$ cat src/rtl/pwm_seq_pkg.sv
// Shared constants for the PWM fade sequencer: register map, CTRL/STATUS bit
// positions and the sequencer FSM encoding.
package pwm_seq_pkg;

    localparam logic [3:0] REG_CTRL    = 4'd0;
    localparam logic [3:0] REG_STATUS  = 4'd1;
    localparam logic [3:0] REG_TARGET  = 4'd2;
    localparam logic [3:0] REG_STEP    = 4'd3;
    localparam logic [3:0] REG_HOLD    = 4'd4;
    localparam logic [3:0] REG_CURRENT = 4'd5;
    localparam logic [3:0] REG_START   = 4'd6;

    localparam int CTRL_ENABLE = 0;
    localparam int CTRL_IRQ_EN = 1;
    localparam int CTRL_ABORT  = 2;

    localparam int STAT_BUSY      = 0;
    localparam int STAT_DONE      = 1;
    localparam int STAT_STATE_LSB = 2;

    typedef enum logic [1:0] {
        FSM_IDLE   = 2'd0,
        FSM_RAMP   = 2'd1,
        FSM_FINISH = 2'd2
    } fsm_state_e;

    // Plain-vector aliases so state registers stay ordinary logic.
    localparam logic [1:0] ST_IDLE   = FSM_IDLE;
    localparam logic [1:0] ST_RAMP   = FSM_RAMP;
    localparam logic [1:0] ST_FINISH = FSM_FINISH;

endpackage

$ cat src/rtl/pwm_fade_sequencer_if.sv
// Avalon-MM slave bus bundle between the Nios II data master and the sequencer.
interface pwm_fade_sequencer_if;

    // Fixed-latency Avalon: no waitrequest, a write is taken on the edge where
    // chipselect&&write is high, and readdata is valid one cycle after chipselect&&read.
    logic        avs_chipselect;
    logic [3:0]  avs_address;
    logic        avs_read;
    logic [31:0] avs_readdata;
    logic        avs_write;
    logic [31:0] avs_writedata;

    modport master (
        output avs_chipselect, avs_address, avs_read, avs_write, avs_writedata,
        input  avs_readdata
    );

    modport slave (
        input  avs_chipselect, avs_address, avs_read, avs_write, avs_writedata,
        output avs_readdata
    );

endinterface

$ cat src/rtl/pwm_tick_gen.sv
// Free-running PWM timebase: CLK_DIV prescaler feeding a 0..PERIOD-1 tick counter.
module pwm_tick_gen #(
    parameter int CLK_DIV = 100,
    parameter int PERIOD  = 1000
) (
    input  logic clk_i,
    input  logic rst_ni,
    output logic tick_o,
    output logic boundary_o
);

    localparam int DIV_W = (CLK_DIV > 1) ? $clog2(CLK_DIV) : 1;
    localparam int PER_W = (PERIOD > 1) ? $clog2(PERIOD) : 1;
    localparam logic [DIV_W-1:0] DIV_LAST = DIV_W'(CLK_DIV - 1);
    localparam logic [PER_W-1:0] PER_LAST = PER_W'(PERIOD - 1);

    logic [DIV_W-1:0] div_cnt_q, div_cnt_d;
    logic [PER_W-1:0] per_cnt_q, per_cnt_d;

    assign tick_o     = (div_cnt_q == DIV_LAST);
    assign boundary_o = tick_o && (per_cnt_q == PER_LAST);

    always_comb begin
        div_cnt_d = tick_o ? '0 : div_cnt_q + 1'b1;
        per_cnt_d = per_cnt_q;
        if (tick_o) begin
            per_cnt_d = (per_cnt_q == PER_LAST) ? '0 : per_cnt_q + 1'b1;
        end
    end

    always_ff @(posedge clk_i or negedge rst_ni) begin
        if (!rst_ni) begin
            div_cnt_q <= '0;
            per_cnt_q <= '0;
        end else begin
            div_cnt_q <= div_cnt_d;
            per_cnt_q <= per_cnt_d;
        end
    end

endmodule

$ cat src/rtl/pwm_fade_sequencer.sv
// Avalon-MM fade sequencer: steps the PWM compare value toward a target, one step
// every HOLD periods, changing the compare output only on period boundaries.
module pwm_fade_sequencer
    import pwm_seq_pkg::*;
#(
    parameter int CLK_DIV = 100,
    parameter int PERIOD  = 1000,
    parameter int DUTY_W  = 16
) (
    input  logic                csi_clk,
    input  logic                csi_reset_n,
    pwm_fade_sequencer_if.slave avs,
    output logic                ins_irq,
    output logic [DUTY_W-1:0]   coe_pwm_compare,
    output logic                coe_pwm_update,
    output logic                coe_period_start
);

    localparam logic [DUTY_W-1:0] PERIOD_V = DUTY_W'(PERIOD);
    localparam logic [DUTY_W-1:0] ONE_V    = DUTY_W'(1);

    logic tick_unused;
    logic boundary;

    pwm_tick_gen #(
        .CLK_DIV (CLK_DIV),
        .PERIOD  (PERIOD)
    ) u_tick_gen (
        .clk_i      (csi_clk),
        .rst_ni     (csi_reset_n),
        .tick_o     (tick_unused),
        .boundary_o (boundary)
    );

    logic              enable_q, enable_d;
    logic              irq_en_q, irq_en_d;
    logic              done_q, done_d;
    logic              busy_q, busy_d;
    logic [1:0]        state_q, state_d;
    logic [DUTY_W-1:0] target_q, target_d;
    logic [DUTY_W-1:0] step_q, step_d;
    logic [15:0]       hold_q, hold_d;
    logic [15:0]       hold_cnt_q, hold_cnt_d;
    logic [DUTY_W-1:0] cur_q, cur_d;
    logic [DUTY_W-1:0] tgt_q, tgt_d;
    logic [DUTY_W-1:0] cmp_q, cmp_d;
    logic              upd_q, upd_d;
    logic              irq_q;
    logic              pstart_q;
    logic [31:0]       rdata_q, rdata_d;

    logic        wr_en, rd_en;
    logic [31:0] wdata;
    logic        wr_ctrl, wr_status, wr_target, wr_step, wr_hold, wr_current, wr_start;
    logic        abort_req;
    logic        unused_wdata_hi;

    assign wr_en      = avs.avs_chipselect && avs.avs_write;
    assign rd_en      = avs.avs_chipselect && avs.avs_read;
    assign wdata      = avs.avs_writedata;
    assign wr_ctrl    = wr_en && (avs.avs_address == REG_CTRL);
    assign wr_status  = wr_en && (avs.avs_address == REG_STATUS);
    assign wr_target  = wr_en && (avs.avs_address == REG_TARGET);
    assign wr_step    = wr_en && (avs.avs_address == REG_STEP);
    assign wr_hold    = wr_en && (avs.avs_address == REG_HOLD);
    assign wr_current = wr_en && (avs.avs_address == REG_CURRENT);
    assign wr_start   = wr_en && (avs.avs_address == REG_START);
    assign unused_wdata_hi = ^wdata[31:16];

    // Clearing enable mid-fade is treated exactly like an explicit abort.
    assign abort_req = wr_ctrl && (wdata[CTRL_ABORT] || !wdata[CTRL_ENABLE]);

    logic [DUTY_W-1:0] wdata_duty, wdata_clamped;
    assign wdata_duty    = wdata[DUTY_W-1:0];
    assign wdata_clamped = (wdata_duty > PERIOD_V) ? PERIOD_V : wdata_duty;

    // Next level one step toward tgt_q; saturates at the target in both directions.
    logic [DUTY_W:0]   sum_w;
    logic [DUTY_W-1:0] diff_w, stepped;
    always_comb begin
        sum_w   = {1'b0, cur_q} + {1'b0, step_q};
        diff_w  = cur_q - tgt_q;
        stepped = tgt_q;
        if (cur_q < tgt_q) begin
            stepped = (sum_w >= {1'b0, tgt_q}) ? tgt_q : sum_w[DUTY_W-1:0];
        end else if (cur_q > tgt_q) begin
            stepped = (diff_w <= step_q) ? tgt_q : cur_q - step_q;
        end
    end

    always_comb begin
        enable_d   = enable_q;
        irq_en_d   = irq_en_q;
        done_d     = done_q;
        busy_d     = busy_q;
        state_d    = state_q;
        target_d   = target_q;
        step_d     = step_q;
        hold_d     = hold_q;
        hold_cnt_d = hold_cnt_q;
        cur_d      = cur_q;
        tgt_d      = tgt_q;
        cmp_d      = cmp_q;
        upd_d      = 1'b0;

        if (wr_ctrl) begin
            enable_d = wdata[CTRL_ENABLE];
            irq_en_d = wdata[CTRL_IRQ_EN];
        end
        if (wr_status && wdata[STAT_DONE]) done_d = 1'b0;
        if (wr_target) target_d = wdata_clamped;
        if (wr_step)   step_d = (wdata_duty == '0) ? ONE_V : wdata_duty;
        if (wr_hold)   hold_d = (wdata[15:0] == 16'd0) ? 16'd1 : wdata[15:0];

        case (state_q)
            ST_IDLE: begin
                if (wr_current) cur_d = wdata_clamped;
                if (wr_start && enable_q && !abort_req) begin
                    state_d    = ST_RAMP;
                    tgt_d      = target_q;
                    hold_cnt_d = hold_q;
                    busy_d     = 1'b1;
                end
            end
            ST_RAMP: begin
                if (abort_req) begin
                    state_d = ST_IDLE;
                    busy_d  = 1'b0;
                end else if (wr_start) begin
                    tgt_d      = target_q;
                    hold_cnt_d = hold_q;
                end else if (boundary) begin
                    if (cur_q == tgt_q) begin
                        state_d = ST_FINISH;
                    end else if (hold_cnt_q <= 16'd1) begin
                        cur_d      = stepped;
                        hold_cnt_d = hold_q;
                        if (stepped == tgt_q) state_d = ST_FINISH;
                    end else begin
                        hold_cnt_d = hold_cnt_q - 16'd1;
                    end
                end
            end
            ST_FINISH: begin
                state_d = ST_IDLE;
                busy_d  = 1'b0;
                done_d  = 1'b1;
            end
            default: begin
                state_d = ST_IDLE;
                busy_d  = 1'b0;
            end
        endcase

        // The PWM stage only ever sees a new compare value at a period boundary.
        if (boundary && (cur_d != cmp_q)) begin
            cmp_d = cur_d;
            upd_d = 1'b1;
        end
    end

    always_comb begin
        rdata_d = '0;
        case (avs.avs_address)
            REG_CTRL: begin
                rdata_d[CTRL_ENABLE] = enable_q;
                rdata_d[CTRL_IRQ_EN] = irq_en_q;
            end
            REG_STATUS: begin
                rdata_d[STAT_BUSY]             = busy_q;
                rdata_d[STAT_DONE]             = done_q;
                rdata_d[STAT_STATE_LSB +: 2]   = state_q;
            end
            REG_TARGET:  rdata_d[DUTY_W-1:0] = target_q;
            REG_STEP:    rdata_d[DUTY_W-1:0] = step_q;
            REG_HOLD:    rdata_d[15:0]       = hold_q;
            REG_CURRENT: rdata_d[DUTY_W-1:0] = cur_q;
            default:     rdata_d = '0;
        endcase
    end

    always_ff @(posedge csi_clk or negedge csi_reset_n) begin
        if (!csi_reset_n) begin
            enable_q   <= 1'b0;
            irq_en_q   <= 1'b0;
            done_q     <= 1'b0;
            busy_q     <= 1'b0;
            state_q    <= ST_IDLE;
            target_q   <= '0;
            step_q     <= ONE_V;
            hold_q     <= 16'd1;
            hold_cnt_q <= 16'd0;
            cur_q      <= '0;
            tgt_q      <= '0;
            cmp_q      <= '0;
            upd_q      <= 1'b0;
            irq_q      <= 1'b0;
            pstart_q   <= 1'b0;
            rdata_q    <= '0;
        end else begin
            enable_q   <= enable_d;
            irq_en_q   <= irq_en_d;
            done_q     <= done_d;
            busy_q     <= busy_d;
            state_q    <= state_d;
            target_q   <= target_d;
            step_q     <= step_d;
            hold_q     <= hold_d;
            hold_cnt_q <= hold_cnt_d;
            cur_q      <= cur_d;
            tgt_q      <= tgt_d;
            cmp_q      <= cmp_d;
            upd_q      <= upd_d;
            irq_q      <= done_q && irq_en_q;
            pstart_q   <= boundary;
            if (rd_en) rdata_q <= rdata_d;
        end
    end

    assign avs.avs_readdata = rdata_q;
    assign ins_irq          = irq_q;
    assign coe_pwm_compare  = cmp_q;
    assign coe_pwm_update   = upd_q;
    assign coe_period_start = pstart_q;

endmodule
$ cat src/flat_wrapper.sv
// flat-port wrapper written by rule: the top's interface ports become plain ports
module pwm_fade_sequencer_flat import pwm_seq_pkg::*;
#(
    parameter int CLK_DIV = 100,
    parameter int PERIOD  = 1000,
    parameter int DUTY_W  = 16
)
  (csi_clk, csi_reset_n, ins_irq, coe_pwm_compare, coe_pwm_update, coe_period_start, avs_avs_chipselect, avs_avs_address, avs_avs_read, avs_avs_write, avs_avs_writedata, avs_avs_readdata);
  pwm_fade_sequencer_if avs_i ();
  input  logic csi_clk;
  input  logic csi_reset_n;
  output logic ins_irq;
  output logic [DUTY_W-1:0] coe_pwm_compare;
  output logic coe_pwm_update;
  output logic coe_period_start;
  input wire logic [$bits(avs_i.avs_chipselect)-1:0] avs_avs_chipselect;
  input wire logic [$bits(avs_i.avs_address)-1:0] avs_avs_address;
  input wire logic [$bits(avs_i.avs_read)-1:0] avs_avs_read;
  input wire logic [$bits(avs_i.avs_write)-1:0] avs_avs_write;
  input wire logic [$bits(avs_i.avs_writedata)-1:0] avs_avs_writedata;
  output wire logic [$bits(avs_i.avs_readdata)-1:0] avs_avs_readdata;
  assign avs_i.avs_chipselect = avs_avs_chipselect;
  assign avs_i.avs_address = avs_avs_address;
  assign avs_i.avs_read = avs_avs_read;
  assign avs_i.avs_write = avs_avs_write;
  assign avs_i.avs_writedata = avs_avs_writedata;
  assign avs_avs_readdata = avs_i.avs_readdata;
  pwm_fade_sequencer #(.CLK_DIV(CLK_DIV), .PERIOD(PERIOD), .DUTY_W(DUTY_W)) u_core (.csi_clk(csi_clk), .csi_reset_n(csi_reset_n), .avs(avs_i), .ins_irq(ins_irq), .coe_pwm_compare(coe_pwm_compare), .coe_pwm_update(coe_pwm_update), .coe_period_start(coe_period_start));
endmodule
$ cat config.mk
export PLATFORM = sky130hd
export DESIGN_NAME = pwm_fade_sequencer_flat
export DESIGN_NICKNAME = d
export VERILOG_FILES = /design/src/rtl/pwm_seq_pkg.sv /design/src/rtl/pwm_fade_sequencer_if.sv /design/src/rtl/pwm_tick_gen.sv /design/src/rtl/pwm_fade_sequencer.sv /design/src/flat_wrapper.sv
export SDC_FILE = /design/constraint.sdc
export NUM_CORES = 1
export LEC_CHECK = 0
export ABC_AREA = 1
export BUFFER_PORTS_ARGS = -buffer_cell sky130_fd_sc_hd__buf_2
export CORE_MARGIN = 8
export CORE_UTILIZATION = 56
export DETAILED_ROUTE_END_ITERATION = 7
export GPL_ROUTABILITY_DRIVEN = 1
export MAX_ROUTING_LAYER = met4
export PLACE_DENSITY_LB_ADDON = 0.12
export RECOVER_POWER = 50
export SLEW_MARGIN = 20
export SYNTH_ARGS = -nofsm -noshare
export SYNTH_HDL_FRONTEND = slang
export SYNTH_SLANG_ARGS = --single-unit
$ cat constraint.sdc
create_clock -name csi_clk -period 4.6 [get_ports csi_clk]
set_clock_uncertainty 0.2 [all_clocks]
set_input_delay 0.92 -clock csi_clk [delete_from_list [all_inputs] [get_ports csi_clk]]
set_output_delay 0.92 -clock csi_clk [all_outputs]
set_load 0.005 [all_outputs]
==> flow_summary.json <==
{
  "outcome": "finished, violations left",
  "violations": "capacitance limit, slew limit, setup timing",
  "fin_crit_sh_pct": 116,
  "path_buf_inv": 5,
  "timing.fmax_ghz": 0.188,
  "first_pass_iters": 6,
  "start_util_pct": 56.9,
  "root_buffer": "clkbuf_16",
  "nNetsFinal": 2071,
  "cp_slowest_cell": "dfrtp_1",
  "via_count": 12535,
  "num_antenna_cells": 0,
  "grt_remaining_overflow": 0,
  "core_area_sq_um": 20900,
  "hold_viol": 0,
  "path_max_fanout": 8,
  "rsz0062_at_grt": "yes",
  "syn_area_sq_um": 11900,
  "finalPower_mw": 12.5,
  "place_ws_ns": -0.686,
  "wl_per_cell_um": 19.2,
  "portBuffers": 59,
  "die_width_um": 162,
  "insertion_delay_ns": 0.44,
  "drt_wl_total_um": 42800,
  "grt_max_degree": 101,
  "endpoint_kind": "flip-flop",
  "critPathMostFrequentCell": "nand2_2",
  "whs_endpoint": "u_core.ins_irq",
  "cp.depth": 41,
  "cts_made_buffers": 17,
  "area_delta_synth_final_pct": 26.0,
  "h-tree-depth": 4,
  "clk_pin_slew_ns": 0.07,
  "reg2reg_to": "u_core.coe_pwm_compare[4]",
  "drcViolationCount": 0,
  "hold_class": "reg -> reg",
  "leakage_nw": 7.85,
  "postSynthAreaPerCell_sq_um": 6.98,
  "synth.distinct_cells": 60,
  "drv_cap": 2,
  "viasPerCell": 5.62,
  "rrSetupSlack_ns": -0.73,
  "drt_iter0_drc": 1456,
  "crit_family": "simple AND/OR/NAND/NOR gates",
  "cp.required_ns": 4.72,
  "synth-seq-area-share_pct": 32.5,
  "synth_seq_cells": 154,
  "synth_top_area_cell": "dfrtp_1",
  "hold_buffers": 0,
  "synth_cells": 1702,
  "post-dp-hpwl_um": 33500,
  "slew-limit-headroom_pct": -64.4,
  "maxSlewViolCount": 157,
  "fp.dieH_um": 162,
  "final_cell_mix": "378 x nand2_1, 229 x inv_1, 201 x buf_4, 150 x dfrtp_1, 131 x o21ai_0",
  "antenna_found_initial": 0,
  "tightest_slew_ns": 2.47,
  "grt_pass1_vias": 11984,
  "drive_gt1_share_pct": 23.2,
  "crit_arrival_ns": 5.45,
  "synth_edf_count": 0,
  "r2r_cells": 41,
  "place_congestion": 1.00,
  "grt_pass1_wl_um": 65600,
  "ir_drop_mv": 0.509,
  "startpoint": "u_core.tgt_q[2]",
  "synth_area_leaders": "dfrtp_1 32%, nand2_1 13%, ha_1 8.7%",
  "setup_ws_ns": -0.729,
  "async_reset_ff_share_pct": 100,
  "synth_top_area_share_pct": 32.0,
  "setup_violations": 23,
  "track_usage_pct": 33.2,
  "floorplan.rows": 53,
  "clkSinkCount": 154,
  "n_fill_cell": 1754,
  "slowest_delay_ns": 0.39,
  "io_pins": 92,
  "ant_nets": 0,
  "fp.dieArea_sq_um": 26100,
  "cts_tree": "done",
  "ys_dominant_reg_cell": "dfrtp_1",
  "clockBufferDepth": 2,
  "cp-start-kind": "flip-flop",
  "mostFrequentLayoutCell": "nand2_1",
  "worstHoldStart": "u_core.done_q",
  "final.min_clock_period_ns": 5.33,
  "r2r-start": "u_core.tgt_q[2]",
  "hold_depth": 2,
  "power.density_nw_per_um2": 836,
  "yosysWarnings": 0,
  "crit_type": "reg -> reg"
}
## state kept, by name, indices dropped and copies added, names as in the netlist
name / flops
u_core.avs.avs_readdata: 16
u_core.busy_q: 1
u_core.coe_period_start: 1
u_core.coe_pwm_compare: 16
u_core.coe_pwm_update: 1
u_core.cur_q: 16
u_core.done_q: 1
u_core.enable_q: 1
u_core.hold_cnt_q: 16
u_core.hold_q: 16
u_core.ins_irq: 1
u_core.irq_en_q: 1
u_core.state_q: 2
u_core.step_q: 16
u_core.target_q: 16
u_core.tgt_q: 16
u_core.u_tick_gen.div_cnt_q: 7
u_core.u_tick_gen.per_cnt_q: 10
## synth_stat cells (7+ instances only)
cell type	number
inv_1	248
o22ai_1	24
buf_4	18
nand3b_1	15
clkbuf_1	28
nand3_1	111
a21oi_1	110
dfrtp_1	152
a31oi_1	7
nor3_1	18
nor2_1	131
xnor2_1	7
buf_2	11
a21o_1	8
nand2_1	425
inv_2	8
ha_1	83
o21ai_0	140
xor2_1	50
nand4_1	14
## per-stage QoR
stage	instance area [sq um]	utilization [%]	instances	TNS, ns	hold WS, ns
2_1_floorplan	12000	-	1717	-0.618	0.232
5_1_grt	15000	71.7	2232	-25.65	0.286
3_3_place_gp	13900	66.5	2188	-9.67	0.242
3_5_place_dp	13900	66.5	2188	-11.66	0.249
4_1_cts	14600	70.0	2222	-10.59	0.265
6_report	15000	71.7	2232	-13.17	0.264
## worst max-delay path by stage
stage                                            end
after global placement    u_core.coe_pwm_compare[11]
after floorplan            u_core.coe_pwm_compare[5]
after global routing       u_core.coe_pwm_compare[8]
final                      u_core.coe_pwm_compare[4]
after detailed placement   u_core.coe_pwm_compare[8]
after CTS                  u_core.coe_pwm_compare[8]
## power by group
part           internal (mW)  switching, mW  total (mW)
Combinational           3.92           5.06        8.98
Clock                  0.880          0.680        1.56
Sequential              1.68          0.295        1.98
Total                   6.48           6.03        12.5
## worst register-to-register path, delay by kind of cell (launching register included)
family	cells	cell delay, ns
buf+inv	5	0.57
compound gates	9	1.13
xor+xnor	1	0.15
simple gates	24	2.29
flops	1	0.39
fa+ha+maj	2	0.50
## repair_timing
| action | CTS | global route |
|---|---|---|
| setup endpoints to repair | 23 | 35 |
| gates resized for setup | 21 | 93 |
| setup buffers | 2 | 9 |
| gates cloned | 0 | 1 |
| pin swaps | 5 | 27 |
## cell type report
| class | instances | area (sq um) | area share (%) |
|---|---|---|---|
| sequential | 154 | 3860 | 25.8 |
| clock inverter | 15 | 200 | 1.34 |
| tap | 275 | 344 | 2.30 |
| multi-input combinational | 1240 | 7170 | 47.9 |
| clock buffer | 17 | 425 | 2.84 |
| inverter | 258 | 973 | 6.50 |
| timing repair buffer | 273 | 1990 | 13.3 |
## layer usage
layer	global-route usage (%)	vias up	wire, um
met5	-	-	0
met4	11.3	0	1440
met3	7.56	87	4330
met2	49.8	569	19100
met1	43.7	5902	18000
li1	-	5977	-
## cells by family (layout without fill, tap and decap cells)
family / after synthesis / in the layout / synth area share, %
AO/OA/AOI/OAI: 335 / 335 / 15.8
XOR/XNOR: 57 / 57 / 4.20
adder cells (fa/ha/maj): 86 / 86 / 9.25
buffers and inverters: 323 / 563 / 11.3
flip-flops: 154 / 154 / 32.5
multiplexers: 1 / 1 / 0.0948
other: 1 / 16 / 0.0316
AND/OR/NAND/NOR: 745 / 745 / 26.8
(Power assumes the default switching activity.)
